==> src/rtl/uart_sender.sv <==
// UART transmit engine: start bit, 8 data bits LSB first, optional parity,
// 1 or 2 stop bits. TX_STATUS is high while idle; both outputs are registered.
module uart_sender #(
  parameter int CLKS_PER_BIT = 5208,
  parameter int PARITY       = 0,
  parameter int STOP_BITS    = 1
) (
  input  logic       clk,
  input  logic       reset,
  input  logic [7:0] TX_DATA,
  input  logic       TX_EN,
  output logic       TX_STATUS,
  output logic       UART_TX
);

  localparam int CW = $clog2(CLKS_PER_BIT);
  localparam logic [CW-1:0] BAUD_LAST = CW'(CLKS_PER_BIT - 1);

  typedef enum logic [2:0] {
    S_IDLE, S_START, S_DATA, S_PARITY, S_STOP
  } state_e;

  state_e        state_q, state_d;
  logic [CW-1:0] baud_q, baud_d;
  logic [2:0]    bit_q, bit_d;
  logic          stop_q, stop_d;
  logic [7:0]    shift_q, shift_d;
  logic          par_q, par_d;
  logic          tx_q, tx_d;
  logic          status_q, status_d;
  logic          bit_end;

  assign bit_end   = (baud_q == BAUD_LAST);
  assign UART_TX   = tx_q;
  assign TX_STATUS = status_q;

  always_ff @(posedge clk) begin
    if (!reset) begin
      state_q  <= S_IDLE;
      baud_q   <= '0;
      bit_q    <= '0;
      stop_q   <= 1'b0;
      shift_q  <= '0;
      par_q    <= 1'b0;
      tx_q     <= 1'b1;
      status_q <= 1'b1;
    end else begin
      state_q  <= state_d;
      baud_q   <= baud_d;
      bit_q    <= bit_d;
      stop_q   <= stop_d;
      shift_q  <= shift_d;
      par_q    <= par_d;
      tx_q     <= tx_d;
      status_q <= status_d;
    end
  end

  always_comb begin
    state_d = state_q;
    baud_d  = baud_q;
    bit_d   = bit_q;
    stop_d  = stop_q;
    shift_d = shift_q;
    par_d   = par_q;
    if (state_q != S_IDLE) baud_d = bit_end ? '0 : baud_q + 1'b1;
    case (state_q)
      S_IDLE: begin
        if (TX_EN) begin
          // Parity is resolved at acceptance so later TX_DATA changes cannot leak in.
          shift_d = TX_DATA;
          par_d   = (PARITY == 1) ? ~(^TX_DATA) : (^TX_DATA);
          baud_d  = '0;
          bit_d   = '0;
          stop_d  = 1'b0;
          state_d = S_START;
        end
      end
      S_START: begin
        if (bit_end) begin
          bit_d   = '0;
          state_d = S_DATA;
        end
      end
      S_DATA: begin
        if (bit_end) begin
          if (bit_q == 3'd7) begin
            stop_d  = 1'b0;
            state_d = (PARITY != 0) ? S_PARITY : S_STOP;
          end else begin
            bit_d = bit_q + 3'd1;
          end
        end
      end
      S_PARITY: begin
        if (bit_end) begin
          stop_d  = 1'b0;
          state_d = S_STOP;
        end
      end
      S_STOP: begin
        if (bit_end) begin
          if (stop_q == 1'(STOP_BITS - 1)) state_d = S_IDLE;
          else                             stop_d  = 1'b1;
        end
      end
      default: state_d = S_IDLE;
    endcase
  end

  // Outputs are derived from the next state so the line changes on the bit edge itself.
  always_comb begin
    tx_d     = 1'b1;
    status_d = 1'b0;
    case (state_d)
      S_IDLE:   status_d = 1'b1;
      S_START:  tx_d     = 1'b0;
      S_DATA:   tx_d     = shift_d[bit_d];
      S_PARITY: tx_d     = par_d;
      default:  tx_d     = 1'b1;
    endcase
  end

endmodule

==> config.mk <==
export PLATFORM = sky130hd
export DESIGN_NAME = uart_sender
export DESIGN_NICKNAME = d
export VERILOG_FILES = /design/src/rtl/uart_sender.sv
export SDC_FILE = /design/constraint.sdc
export NUM_CORES = 1
export LEC_CHECK = 0
export ABC_AREA = 1
export BUFFER_PORTS_ARGS = -buffer_cell sky130_fd_sc_hd__buf_2
export CAP_MARGIN = 20
export CORE_MARGIN = 5
export CORE_UTILIZATION = 59
export CTS_CLUSTER_SIZE = 28
export DETAILED_ROUTE_END_ITERATION = 12
export GPL_ROUTABILITY_DRIVEN = 0
export PLACE_DENSITY = 0.78
export SETUP_SLACK_MARGIN = 0.05
export SKIP_CTS_REPAIR_TIMING = 1
export SLEW_MARGIN = 30
export SYNTH_ARGS = -nofsm -noshare
export SYNTH_HDL_FRONTEND = slang
export SYNTH_SLANG_ARGS = --single-unit
==> constraint.sdc <==
create_clock -name clk -period 2 [get_ports clk]
set_input_delay 0.3 -clock clk [delete_from_list [all_inputs] [get_ports clk]]
set_output_delay 0.3 -clock clk [all_outputs]
set_load 0.01 [all_outputs]
==> metrics <==
critical path's largest stage delay=between 0.4 and 0.5 ns; clock sink total=30; main flop type after synthesis=dfxtp_1; sequential share of the synthesized area=33.7%; Netlist cell types=36; post-synth top area share=about a third; post-place instance area=1890 um2; Setup CP Type=flop to flop; final hold slack=about 0.27 ns; DR pass1 iterations=4; Fill cells=~260; Clk pwr share=between 20% and 30%; Sw Ratio=27.4%; end-of-flow core utilization=66.6%; max-slew violations=0; area leader, netlist=dfxtp_1; Gate power share=between 10% and 20%; Period minus WS final=approximately 1.8 ns; final instance area=1980 um2; reg2reg start=state_q[0]; ANT nets after route=0; yosys warns=0; final wirelength=3470 um; skew final=0.00604 ns; total die area=4220 um2; worst path buffer plus inverter count=3; Total Routing Usage GR=a little under a fifth; Slew @ Worst Pin=about 0.39 ns; setup TNS=0 ns; grt total ovfl=0; Worst Path Arrival=roughly 2.0 ns; Max VDD drop=0.370 mV; H-tree levels=2; I/O Pins=13; Setup-failing EPs final=0; Chip Height=between 60 and 70 um; min-delay src=TX_DATA[4]; Slowest cell on crit path=dfxtp_1; gate count after technology mapping=~260; iteration-0 DRC count of the detailed router=a little under 80; Net Switching=315 uW; startpoint types=flop; Syn-to-layout area delta=11.4%; HP Class=input port to flop; Pwr per Cell Area=579 nW/um2; largest net degree at the start of global routing=17; Final Power=about 1100 uW; diode count=0; Int Pwr=835 uW; Static Leak=0.000892 uW; Area contributors post-synth=dfxtp_1 (34%), nand2_1 (12%), inv_1 (9.1%), nor2_1 (8.0%), nand3_1 (5.3%); Port Buffer Count=12; maximum clock frequency=around 560 MHz; first-pass GRT wire length=between 6000 and 7000 um; GR Layer Usage met1=27.2%; initial core utilization=around three fifths; Rel. slew slack=about three quarters; EDFF count, synth=0; Core ar.=just under 3000 um2; ratio of cells with drive above 1 in the final layout=between 10% and 20%; fin crit share=between 80% and 90%; DP HPWL=~2700 um; number of buffers created by CTS=5; RSZ-0062 raised after global routing=no; Syn Nets=between 200 and 300; Root Driver=clkbuf_4; met3 Usage GRT=5.20%; crit-path cells=inv_1 > nand2_4 > nor2_8 > nand2_4 > inv_2 > or2_1 > o21ai_2 > inv_1 > nand2_1 > nand3_1 > nand2_1 > nand2_1 > nand3_1 > nand3_1; number of global-route vias before repair=roughly 1400; routing usage on met2=between 20 and 30%; Worst Path Max Fanout=16; Nets=just under 300; top-count cell post-synth=nand2_1; vias per cell=roughly 5.1; MaxCap Viol Count=0; final hold violation count=0; CP endpoint kind=flop; initial antenna violation count=0; most instantiated cells after synthesis=nand2_1 (55), inv_1 (43), nor2_1 (38); outcome=finished, final reports clean; clock tree from TritonCTS=done; Bufs on Longest Clock Path=2; CP required=2.21 ns; Clock transition at path regs=about 0.08 ns; Rows=20; worst skew pair latency=~0.32 ns; die width=65.0 um; wire per inst=around 11 um; DR vias=1624; Syn Area/Cell=roughly 6.8 um2; family with the most delay on the worst path=simple AND/OR/NAND/NOR gates; Netlist Area Pre-Place=about 1800 um2; drt drc=0; async set-reset flop share out of synthesis=0%; Yosys reg bits=30; Crit. Startpoint=state_q[0]; busiest grt layer=met1; Reg power frac=about 55%
-- power groups by stage --
stage	Sequential (uW)	Combinational, uW	Clock (uW)
final	635	195	320
after global routing	638	224	356
after CTS	633	194	331
after detailed placement	647	193	0
after global placement	646	191	0
after floorplan	646	148	0
-- area by class of cell --
type / count / area (um2) / area share [%]
multi-input cells: 181 / 992 / 50.0
flip-flops and latches: 30 / 607 / 30.6
inverters: 47 / 181 / 9.14
repair buffers: 18 / 118 / 5.93
well taps: 33 / 41.3 / 2.08
clock buffers: 7 / 45.0 / 2.27
-- cells in the final DEF, fill, tap and decap left out, types with 3 or more instances in the layout --
cell type / synthesis / final
dfxtp_1: 30 / 27
nor2_1: 38 / 37
nand4_1: 4 / 4
nand2_2: 5 / 5
o21a_1: 9 / 9
a31oi_1: 3 / 3
buf_2: 0 / 12
o21ai_0: 3 / 3
clkbuf_4: 0 / 5
a21oi_1: 7 / 7
nand3_1: 19 / 19
buf_4: 1 / 5
inv_1: 43 / 43
nor3_1: 5 / 5
xor2_1: 6 / 6
nand2_1: 55 / 55
xnor2_1: 5 / 5
-- path summary, 6_finish.rpt --
path,to,slack [ns],depth (start not counted)
max,UART_TX,0.22,14
min,shift_q[4],0.27,3
max reg2reg,UART_TX,0.22,14
min reg2reg,shift_q[3],0.48,2
-- cell families (layout without fill, tap and decap cells) --
family                   count (synthesis)  after routing  share of synthesized area, %
XOR/XNOR                                11             11                          5.41
buffers and inverters                   50             72                          11.4
adder cells (fa/ha/maj)                  2              2                          1.40
flip-flops                              30             30                          33.7
AO/OA/AOI/OAI                           29             29                          10.6
AND/OR/NAND/NOR                        139            139                          37.4
-- state kept, by name (all words and copies together), names as in the netlist --
signal / cells
UART_TX: 1
baud_q: 13
par_q: 1
TX_STATUS: 1
bit_q: 3
state_q: 3
shift_q: 8
-- worst register-to-register path: cells and delay by family, from the launching register on --
family	cells	cell delay, ns
AOI/OAI and AO/OA	1	0.07
DFF	1	0.43
and+or+nand+nor	10	0.91
buffers and inverters	3	0.26
-- routing by layer --
metal | vias up | share of wire (%)
met1 | 727 | 51
li1 | 861 | -
met5 | - | 0
met4 | 0 | 1.4
met3 | 5 | 5.1
met2 | 31 | 42
-- metrics by stage --
step | cells | worst slack [ns]
after global placement | 307 | 0.162
after CTS | 314 | 0.0660
after detailed placement | 307 | 0.111
final | 316 | 0.219
after global routing | 316 | 0.0588
after floorplan | 261 | 0.306
Note: power is estimated with default switching activity, not from simulation.
